## config.mk

```make
export PLATFORM = sky130hd
export DESIGN_NAME = pipe_stage_elastic_flat
export DESIGN_NICKNAME = d
export VERILOG_FILES = /design/src/rtl/pipe_stage_elastic_if.sv /design/src/rtl/pipe_stage_elastic.sv /design/src/flat_wrapper.sv
export SDC_FILE = /design/constraint.sdc
export NUM_CORES = 1
export LEC_CHECK = 0
export ABC_AREA = 1
export CAP_MARGIN = 20
export CORE_ASPECT_RATIO = 1.1
export CORE_MARGIN = 3
export CORE_UTILIZATION = 30
export DETAILED_ROUTE_END_ITERATION = 8
export PLACE_DENSITY_LB_ADDON = 0.1
export SYNTH_ARGS = -nofsm -noshare
export SYNTH_HDL_FRONTEND = slang
export SYNTH_SLANG_ARGS = --single-unit
```

## constraint.sdc

```tcl
create_clock -name clk_i -period 4.3 [get_ports clk_i]
set_clock_uncertainty 0.2 [all_clocks]
set_input_delay 1.075 -clock clk_i [delete_from_list [all_inputs] [get_ports clk_i]]
set_output_delay 1.075 -clock clk_i [all_outputs]
set_load 0.01 [all_outputs]
```

## src/rtl/pipe_stage_elastic_if.sv

```systemverilog
// Valid/ready handshake bundle carrying a control word and a payload between pipeline stages.
// The producer side uses the master modport and the consumer side uses the slave modport.
interface pipe_stage_elastic_if #(
  parameter int CTRL_W = 4,
  parameter int DATA_W = 32
);
  logic              valid;
  logic              ready;
  logic [CTRL_W-1:0] ctrl;
  logic [DATA_W-1:0] data;

  modport master (output valid, output ctrl, output data, input ready);
  modport slave  (input valid, input ctrl, input data, output ready);
endinterface

```

## src/rtl/pipe_stage_elastic.sv

```systemverilog
// Elastic pipeline stage register with stall (hold) and flush (bubble insert).
// Define PIPE_SKID_EN to add a one-entry skid buffer that cuts the ready path from downstream.
module pipe_stage_elastic #(
  parameter int                DATA_W   = 32,
  parameter int                CTRL_W   = 4,
  parameter logic [CTRL_W-1:0] CTRL_RST = '0
) (
  input  logic                 clk_i,
  input  logic                 rst_i,
  input  logic                 stall_i,
  input  logic                 flush_i,
  pipe_stage_elastic_if.slave  up,
  pipe_stage_elastic_if.master dn
);

  logic              vld_p1;
  logic [CTRL_W-1:0] ctrl_p1;
  logic [DATA_W-1:0] data_p1;
  logic              rdy;
  logic              in_fire;
  logic              out_fire;

  // Bubbles always present CTRL_RST so a killed entry can never fire a side effect.
  assign dn.valid = vld_p1 & ~stall_i;
  assign dn.ctrl  = vld_p1 ? ctrl_p1 : CTRL_RST;
  assign dn.data  = data_p1;
  assign up.ready = rdy;

  assign out_fire = dn.valid & dn.ready;
  assign in_fire  = up.valid & rdy;

`ifdef PIPE_SKID_EN
  logic              skid_vld_p1;
  logic [CTRL_W-1:0] skid_ctrl_p1;
  logic [DATA_W-1:0] skid_data_p1;

  assign rdy = flush_i | (~stall_i & ~skid_vld_p1);

  // Stage register: main entry plus skid entry, drained strictly in FIFO order.
  always_ff @(posedge clk_i or posedge rst_i) begin
    if (rst_i) begin
      vld_p1       <= 1'b0;
      ctrl_p1      <= CTRL_RST;
      data_p1      <= '0;
      skid_vld_p1  <= 1'b0;
      skid_ctrl_p1 <= CTRL_RST;
      skid_data_p1 <= '0;
    end else if (flush_i) begin
      vld_p1      <= 1'b0;
      ctrl_p1     <= CTRL_RST;
      skid_vld_p1 <= 1'b0;
    end else if (!stall_i) begin
      if (out_fire && skid_vld_p1) begin
        vld_p1      <= 1'b1;
        ctrl_p1     <= skid_ctrl_p1;
        data_p1     <= skid_data_p1;
        skid_vld_p1 <= 1'b0;
      end else if (in_fire && (!vld_p1 || out_fire)) begin
        vld_p1  <= 1'b1;
        ctrl_p1 <= up.ctrl;
        data_p1 <= up.data;
      end else if (in_fire) begin
        skid_vld_p1  <= 1'b1;
        skid_ctrl_p1 <= up.ctrl;
        skid_data_p1 <= up.data;
      end else if (out_fire) begin
        vld_p1  <= 1'b0;
        ctrl_p1 <= CTRL_RST;
      end
    end
  end
`else
  assign rdy = flush_i | (~stall_i & (~vld_p1 | dn.ready));

  // Stage register: single entry, refilled in the same cycle it drains.
  always_ff @(posedge clk_i or posedge rst_i) begin
    if (rst_i) begin
      vld_p1  <= 1'b0;
      ctrl_p1 <= CTRL_RST;
      data_p1 <= '0;
    end else if (flush_i) begin
      vld_p1  <= 1'b0;
      ctrl_p1 <= CTRL_RST;
    end else if (!stall_i) begin
      if (in_fire) begin
        vld_p1  <= 1'b1;
        ctrl_p1 <= up.ctrl;
        data_p1 <= up.data;
      end else if (out_fire) begin
        vld_p1  <= 1'b0;
        ctrl_p1 <= CTRL_RST;
      end
    end
  end
`endif

endmodule

```

## src/flat_wrapper.sv

```systemverilog
// flat-port wrapper written by rule: the top's interface ports become plain ports
module pipe_stage_elastic_flat 
#(
  parameter int                DATA_W   = 32,
  parameter int                CTRL_W   = 4,
  parameter logic [CTRL_W-1:0] CTRL_RST = '0
)
  (clk_i, rst_i, stall_i, flush_i, up_valid, up_ctrl, up_data, up_ready, dn_valid, dn_ctrl, dn_data, dn_ready);
  pipe_stage_elastic_if #(.CTRL_W(CTRL_W), .DATA_W(DATA_W)) up_i ();
  pipe_stage_elastic_if #(.CTRL_W(CTRL_W), .DATA_W(DATA_W)) dn_i ();
  input  logic clk_i;
  input  logic rst_i;
  input  logic stall_i;
  input  logic flush_i;
  input wire logic [$bits(up_i.valid)-1:0] up_valid;
  input wire logic [$bits(up_i.ctrl)-1:0] up_ctrl;
  input wire logic [$bits(up_i.data)-1:0] up_data;
  output wire logic [$bits(up_i.ready)-1:0] up_ready;
  output wire logic [$bits(dn_i.valid)-1:0] dn_valid;
  output wire logic [$bits(dn_i.ctrl)-1:0] dn_ctrl;
  output wire logic [$bits(dn_i.data)-1:0] dn_data;
  input wire logic [$bits(dn_i.ready)-1:0] dn_ready;
  assign up_i.valid = up_valid;
  assign up_i.ctrl = up_ctrl;
  assign up_i.data = up_data;
  assign up_ready = up_i.ready;
  assign dn_valid = dn_i.valid;
  assign dn_ctrl = dn_i.ctrl;
  assign dn_data = dn_i.data;
  assign dn_i.ready = dn_ready;
  pipe_stage_elastic #(.DATA_W(DATA_W), .CTRL_W(CTRL_W), .CTRL_RST(CTRL_RST)) u_core (.clk_i(clk_i), .rst_i(rst_i), .stall_i(stall_i), .flush_i(flush_i), .up(up_i), .dn(dn_i));
endmodule
```

==> impl_metrics.env, run 1 <==
export IMPL_max_freq_mhz=268
export IMPL_finalHoldViolCount=0
export IMPL_start_util_pct=32.0
export IMPL_final_cells=335
export IMPL_cts_tree="yes"
export IMPL_overflow=0
export IMPL_timing_final_crit_share_pct=86.8
export IMPL_rsz0062_at_grt="false"
export IMPL_wirelength_um=4580
export IMPL_clockBufferDepth=2
export IMPL_vdd_drop_max_mv=0.159
export IMPL_p_leak_uw=0.00123
export IMPL_syn_inst=186
export IMPL_setup_viol=0
export IMPL_drtAntennaViolNets=0
export IMPL_core_um2=5540
export IMPL_layout_drive_gt1_share_pct=5.00
export IMPL_n_antenna_cell=0
export IMPL_grt_max_degree=41
export IMPL_synth_top_area_share_pct=52.2
export IMPL_netlist_area_um2=1770
export IMPL_tightest_slew_ns=0.740
export IMPL_hpwlAfterDp_um=2980
export IMPL_cp_startpoint="stall_i"
export IMPL_areaGrowthSynthToFinish_pct=43.8
export IMPL_hold_ws_ns=0.270
export IMPL_hold_start="u_core.dn.data[21]$_DFFE_PP0P_"
export IMPL_fillCellCount=576
export IMPL_grt_pass1_wl_um=7730
export IMPL_run_status="completed"
export IMPL_post_cts_buffers=0
export IMPL_fin_setup_tns_ns=0
export IMPL_clock_sinks=37
export IMPL_io_buffers=79
export IMPL_drv_cap=0
export IMPL_max_slew_margin_rel_pct=50.6
export IMPL_post_route_util_pct=46.1
export IMPL_dpl_cell_count=328
export IMPL_cts_buffers=5
export IMPL_first_iter_violations=87
export IMPL_ys_ff_latch=37
export IMPL_ys_async_sr_fraction_pct=100
export IMPL_yosysWarnings=0
export IMPL_synth_avg_cell_area_um2=9.53
export IMPL_drc=0
export IMPL_worst_setup_path_start_kind="input pin"
export IMPL_layout_setup_ws_ns=0.570
export IMPL_die_area_um2=6870
export IMPL_synth_ff_type="dfrtp_1"
export IMPL_avgViaCountPerCell=4.64
export IMPL_clkSlewWorstSetupHoldPaths_ns=0.07
export IMPL_vias=1553
export IMPL_drtPass1Iterations=4
export IMPL_cp_end_kind="output pin"
export IMPL_antenna_found_initial=0
export IMPL_row_count=28
export IMPL_worst_endpoint_required_ns=3.02
export IMPL_worst_path_max_fanout=5
export IMPL_p_per_area_nw_per_um2=368
export IMPL_gp_congestion=0.691
export IMPL_final_nets=302
export IMPL_grt_util_all_layers_pct=14.2
export IMPL_cts_resized=0
export IMPL_synth_most_common_cell="nand2_1"
export IMPL_hp_class="reg -> reg"
export IMPL_chipWidth_um=79.3
export IMPL_grt_pass1_vias=1579
export IMPL_synth_area_leaders="dfrtp_1 (52%), nand2_1 (16%), nand4_1 (13%), clkbuf_8 (5.4%), buf_6 (3.8%)"
export IMPL_pre_cts_slack_ns=0.569
export IMPL_synth_cell_types=13
export IMPL_fin_crit_ns=3.73
export IMPL_synth_edff_count=0
export IMPL_syn_nets=228
export IMPL_ys_top_cells_by_count="nand2_1 (75), dfrtp_1 (37), nand4_1 (36), inv_1 (10)"
export IMPL_critical_path_class="in -> out"
export IMPL_htree_levels=2
export IMPL_critPathArrivalTime_ns=2.46
export IMPL_drt_wirelength_per_cell_um=13.7
export IMPL_insertion_delay_ns=0.28
export IMPL_hold_buffers=0
export IMPL_timing_rr_start="u_core.vld_p1$_DFFE_PP0P_"
export IMPL_cts_root_buf="clkbuf_8"
export IMPL_synth_yosys_seq_area_share_pct=52.2
export IMPL_io_pins=80
export IMPL_drv_slew=0
export IMPL_netlist_top_cell_by_area="dfrtp_1"
export IMPL_die_h_um=86.6
[per-layer routing]
layer  part of all wire [%]  track usage (%)
met1                     45             17.1
met2                     48             24.1
met3                    6.5             4.99
met4                   0.52             3.75
met5                      0                0
[flip-flops by register name (all words and copies together), names as in the netlist]
register,flops
u_core.ctrl_p1,4
u_core.dn.data,32
u_core.vld_p1,1
[stage by stage]
stage	power (µW)	instance area, µm²
floorplan	556	1770
detailed placement	710	2460
global placement	710	2460
global route	1000	2550
CTS	955	2550
finish	939	2550
[worst paths after layout]
check / end / slack (ns) / depth (start not counted)
min in group asynchronous: u_core.dn.data[6]$_DFFE_PP0P_ / 1.03 / 2
max: up_ready / 0.57 / 4
max reg2reg: u_core.dn.data[23]$_DFFE_PP0P_ / 1.96 / 5
max in group asynchronous: u_core.dn.data[13]$_DFFE_PP0P_ / 2.14 / 3
min reg2reg: u_core.dn.data[21]$_DFFE_PP0P_ / 0.27 / 2
min: u_core.dn.data[21]$_DFFE_PP0P_ / 0.27 / 2
[cell type report]
class,count,area [µm²],area share (%)
clock buffer,7,86.3,3.39
tap,75,93.8,3.68
sequential,37,926,36.3
multi-input combinational,123,586,23.0
timing repair buffer,83,821,32.2
inverter,10,37.5,1.47
[critical path: stages]
cell and delay [ns]:
clkdlybuf4s50_1 0.59, a21oi_4 0.04, or2_2 0.27, clkdlybuf4s50_1 0.48
[power by group]
group	switching (µW)	leakage [µW]	internal, µW	total [µW]
registers	30.6	0.000467	403	434
logic	116	0.000717	151	266
clock network	112	0.0000443	127	239
[cells by family (layout without fill, tap and decap cells)]
group | Yosys count | in the layout | synth area share, %
compound gates | 2 | 2 | 1.34
simple gates | 121 | 121 | 31.7
buf+inv | 26 | 100 | 14.7
flops | 37 | 37 | 52.2
[cell usage in the layout, fill, tap and decap left out]
cell	instances
a21oi_4	1
clkdlybuf4s50_1	79
clkbuf_1	1
dfrtp_1	37
or2_2	1
nand3_2	1
clkbuf_8	6
nand3_1	7
buf_4	4
inv_1	10
o211ai_1	1
nor2_1	1
nand2_1	75
nand4_1	36
Power figures use the tool's default switching activity.
==> inputs of run 2 (changes only) <==
CORE_MARGIN = unset   (was 3)
==> impl_metrics.env, run 2 (same netlist as run 1, synthesis figures left out) <==
export IMPL_critical_path_class="in -> out"
export IMPL_grt_max_degree=41
export IMPL_vdd_drop_max_mv=0.208
export IMPL_core_um2=5730
export IMPL_path_buf_inv=2
export IMPL_final_common_cell="clkdlybuf4s50_1"
export IMPL_row_count=29
export IMPL_m1WireLength_um=1970
export IMPL_avgViaCountPerCell=4.58
export IMPL_hold_buffers=0
export IMPL_final_cells=339
export IMPL_clock_sinks=37
export IMPL_setup_viol=0
export IMPL_antenna_found_initial=0
export IMPL_cp_slowest_stage_delay_ns=0.58
export IMPL_drv_slew=0
export IMPL_io_buffers=79
export IMPL_chipWidth_um=75.3
export IMPL_htree_levels=2
export IMPL_die_area_um2=6220
export IMPL_timing_final_crit_share_pct=86.7
export IMPL_run_status="completed"
export IMPL_met3WireLength_um=234
export IMPL_hpwlAfterDp_um=2880
export IMPL_top_layer="met4"
export IMPL_cts_buffers=5
export IMPL_drc=0
export IMPL_p_total_uw=1000
export IMPL_grt_pass1_wl_um=7090
export IMPL_gp_congestion=0.673
export IMPL_layout_drive_gt1_share_pct=5.73
export IMPL_max_freq_mhz=268
export IMPL_worst_path_max_fanout=5
export IMPL_finalHoldViolCount=0
export IMPL_cp_top_family="buffers and inverters"
export IMPL_min_delay_path_depth=2
export IMPL_reg2reg_slack_ns=2.07
export IMPL_hold_start="u_core.dn.data[12]$_DFFE_PP0P_"
export IMPL_io_pins=80
export IMPL_grt_pass1_vias=1453
export IMPL_min_to="u_core.dn.data[12]$_DFFE_PP0P_"
export IMPL_worst_endpoint_required_ns=3.02
export IMPL_first_iter_violations=68
export IMPL_path_cells="clkdlybuf4s50_1 -> a21oi_4 -> or2_2 -> clkdlybuf4s50_1"
export IMPL_cts_tree="yes"
export IMPL_insertion_delay_ns=0.28
export IMPL_cp_end_kind="output pin"
export IMPL_timing_rr_start="u_core.vld_p1$_DFFE_PP0P_"
export IMPL_met2_length_um=2200
export IMPL_tightest_slew_ns=0.885
export IMPL_rsz0062_at_grt="false"
export IMPL_reg2reg_to="u_core.dn.data[4]$_DFFE_PP0P_"
export IMPL_largest_register_ffs=32
export IMPL_worst_setup_path_start_kind="input pin"
export IMPL_cts_resized=0
export IMPL_drv_cap=0
export IMPL_clkSlewWorstSetupHoldPaths_ns=0.07
export IMPL_vias=1554
export IMPL_fillCellCount=615
export IMPL_clockBufferDepth=2
export IMPL_p_per_area_nw_per_um2=388
export IMPL_register_area_um2=926
export IMPL_areaGrowthSynthToFinish_pct=46.1
export IMPL_multi_input_area_um2=586
export IMPL_p_leak_uw=0.00125
export IMPL_grt_util_all_layers_pct=15.3
export IMPL_critPathSlowestCell="clkdlybuf4s50_1"
export IMPL_start_util_pct=30.9
export IMPL_fin_setup_tns_ns=0
export IMPL_drt_wirelength_per_cell_um=13.0
export IMPL_overflow=0
export IMPL_critPathArrivalTime_ns=2.45
export IMPL_wirelength_um=4420
export IMPL_path_common_cell="clkdlybuf4s50_1"
export IMPL_layout_common_cells="clkdlybuf4s50_1 (79), nand2_1 (75), dfrtp_1 (37)"
export IMPL_dpl_cell_count=331
export IMPL_hp_class="reg -> reg"
export IMPL_post_cts_buffers=0
export IMPL_n_antenna_cell=0
export IMPL_drtPass1Iterations=4
export IMPL_max_slew_margin_rel_pct=40.9
export IMPL_die_h_um=82.6
export IMPL_reg2regPathDepth=6
export IMPL_post_route_util_pct=45.2
export IMPL_cp_startpoint="stall_i"
export IMPL_cts_root_buf="clkbuf_8"
export IMPL_drtAntennaViolNets=0
export IMPL_final_nets=303
export IMPL_fin_crit_ns=3.73
## run 2: changes by cell type in the layout (fill, tap and decap cells not counted)
cell	change
buf_4	+1
bufinv_16	+1
## run 2: worst register-to-register path, delay by kind of cell (launching register included)
kind	cells	cell delay [ns]
AOI/OAI and AO/OA	1	0.19
DFF	1	0.50
and+or+nand+nor	3	0.52
buffers and inverters	2	0.71
## run 2: worst max-delay path by stage
stage,endpoint,slack [ns],cells past startpoint
global route,up_ready,0.50,4
CTS,up_ready,0.57,4
finish,up_ready,0.57,4
global placement,up_ready,0.57,4
detailed placement,up_ready,0.57,4
floorplan,up_ready,1.31,4
## run 2: per-layer routing
layer | up-vias | global-route usage [%]
li1 | 768 | -
met1 | 740 | 18.8
met2 | 44 | 25.8
met3 | 2 | 4.49
met4 | 0 | 4.44
met5 | - | 0
## run 2: stage by stage
step / setup slack [ns] / instance area, µm² / hold slack, ns
after floorplan: 1.31 / 1770 / 0.271
after global placement: 0.572 / 2470 / 0.253
after detailed placement: 0.566 / 2470 / 0.258
after CTS: 0.566 / 2590 / 0.276
after global routing: 0.501 / 2590 / 0.297
final: 0.572 / 2590 / 0.269
## run 2: area by class of cell
cell class              count  share of cell area, %
flip-flops and latches     37                   35.7
repair buffers             84                   32.0
multi-input cells         123                   22.6
well taps                  77                   3.72
clock buffers               7                   3.33
inverters                  10                   1.45
clock inverters             1                   1.16
## run 2: power breakdown
part           leakage (µW)  total (µW)  internal (µW)  switching (µW)
sequential         0.000467         434            403            31.4
clock             0.0000585         305            189             116
combinational      0.000721         265            151             114
==> inputs of run 3 (changes only) <==
CAP_MARGIN = unset   (was 20)
clock period = 3.35 ns   (was 4.3 ns; I/O delays follow)
==> impl_metrics.env, run 3 (same netlist as run 1, synthesis figures left out) <==
export IMPL_hold_buffers=0
export IMPL_worst_path_max_fanout=3
export IMPL_post_route_util_pct=45.3
export IMPL_wirelength_um=4450
export IMPL_post_cts_buffers=0
export IMPL_grt_max_degree=38
export IMPL_final_nets=306
export IMPL_drt_wirelength_per_cell_um=13.1
export IMPL_chipWidth_um=75.3
export IMPL_p_leak_uw=0.00125
export IMPL_die_h_um=82.6
export IMPL_max_slew_margin_rel_pct=68.2
export IMPL_layout_drive_gt1_share_pct=6.44
export IMPL_timing_final_crit_share_pct=97.4
export IMPL_run_status="completed"
export IMPL_setup_viol=0
export IMPL_grt_pass1_vias=1513
export IMPL_final_common_cell="clkdlybuf4s50_1"
export IMPL_die_area_um2=6220
export IMPL_final_cells=341
export IMPL_clockBufferDepth=2
export IMPL_areaGrowthSynthToFinish_pct=46.4
export IMPL_cts_buffers=5
export IMPL_pre_cts_slack_ns=0.0756
export IMPL_fin_crit_ns=3.26
export IMPL_first_iter_violations=59
export IMPL_register_area_um2=926
export IMPL_vdd_drop_max_mv=0.252
export IMPL_rsz0062_at_grt="false"
export IMPL_worst_endpoint_required_ns=2.31
export IMPL_fillCellCount=609
export IMPL_max_freq_mhz=306
export IMPL_insertion_delay_ns=0.28
export IMPL_cts_root_buf="clkbuf_8"
export IMPL_dpl_cell_count=334
export IMPL_finalHoldViolCount=0
export IMPL_io_pins=80
export IMPL_critPathArrivalTime_ns=2.23
export IMPL_antenna_found_initial=0
export IMPL_cts_resized=0
export IMPL_critical_path_class="in -> out"
export IMPL_drtPass1Iterations=4
export IMPL_start_util_pct=30.9
export IMPL_avgViaCountPerCell=4.60
export IMPL_hp_class="reg -> reg"
export IMPL_drc=0
export IMPL_cts_tree="yes"
export IMPL_layout_setup_ws_ns=0.0861
export IMPL_hpwlAfterDp_um=2990
export IMPL_gp_congestion=0.694
export IMPL_tightest_slew_ns=0.477
export IMPL_cp_end_kind="output pin"
export IMPL_clkSlewWorstSetupHoldPaths_ns=0.07
export IMPL_multi_input_area_um2=586
export IMPL_overflow=0
export IMPL_largest_register_ffs=32
export IMPL_grt_pass1_wl_um=7180
export IMPL_n_antenna_cell=0
export IMPL_p_per_area_nw_per_um2=467
export IMPL_io_buffers=79
export IMPL_row_count=29
export IMPL_drtAntennaViolNets=0
export IMPL_htree_levels=2
export IMPL_drv_cap=0
export IMPL_fin_setup_tns_ns=0
export IMPL_vias=1567
export IMPL_clock_sinks=37
export IMPL_worst_setup_path_start_kind="input pin"
export IMPL_grt_util_all_layers_pct=15.5
export IMPL_core_um2=5730
export IMPL_drv_slew=0
export IMPL_layout_common_cells="clkdlybuf4s50_1 (79), nand2_1 (75), dfrtp_1 (37)"
-- run 3: changes by cell type in the layout (fill, tap and decap cells not counted) --
cell	delta
buf_12	+1
buf_4	+2
bufinv_16	-1
-- run 3: where the power goes --
part	switching (µW)	internal, µW
registers	40.1	518
logic	147	198
clock network	145	163
total	332	879
-- run 3: stage by stage --
stage / instance area, µm² / total power (µW) / hold slack (ns)
after global placement: 2510 / 913 / 0.252
after floorplan: 1770 / 714 / 0.271
after global routing: 2590 / 1290 / 0.304
after CTS: 2590 / 1230 / 0.276
final: 2590 / 1210 / 0.268
after detailed placement: 2510 / 916 / 0.258
-- run 3: area by class of cell --
| class | instances | share of cell area, % |
|---|---|---|
| tap | 77 | 3.71 |
| multi-input combinational | 123 | 22.6 |
| timing repair buffer | 87 | 33.3 |
| clock buffer | 7 | 3.33 |
| sequential | 37 | 35.7 |
| inverter | 10 | 1.45 |
-- run 3: layer usage --
metal	global-route usage, %	vias up	part of all wire [%]
met1	17.9	743	44
met2	26.7	46	48
met4	4.44	0	0.63
li1	-	774	-
met3	5.83	4	7.5
met5	0	-	0
-- run 3: final timing paths --
| check | from | endpoint | slack [ns] | cells after the start |
|---|---|---|---|---|
| worst max register to register | u_core.vld_p1$_DFFE_PP0P_ | u_core.dn.data[12]$_DFFE_PP0P_ | 1.26 | 6 |
| min in group asynchronous | rst_i | u_core.dn.data[7]$_DFFE_PP0P_ | 0.76 | 3 |
| worst min-delay path | u_core.dn.data[22]$_DFFE_PP0P_ | u_core.dn.data[22]$_DFFE_PP0P_ | 0.27 | 2 |
| worst max-delay path | dn_ready | up_ready | 0.09 | 5 |
| max in group asynchronous | rst_i | u_core.ctrl_p1[3]$_DFFE_PP0P_ | 1.86 | 3 |
| worst min register to register | u_core.dn.data[22]$_DFFE_PP0P_ | u_core.dn.data[22]$_DFFE_PP0P_ | 0.27 | 2 |
-- run 3: worst max-delay path: stages --
cell	delay [ns]
clkdlybuf4s50_1	0.42
inv_1	0.13
a21oi_4	0.06
or2_2	0.28
clkdlybuf4s50_1	0.49
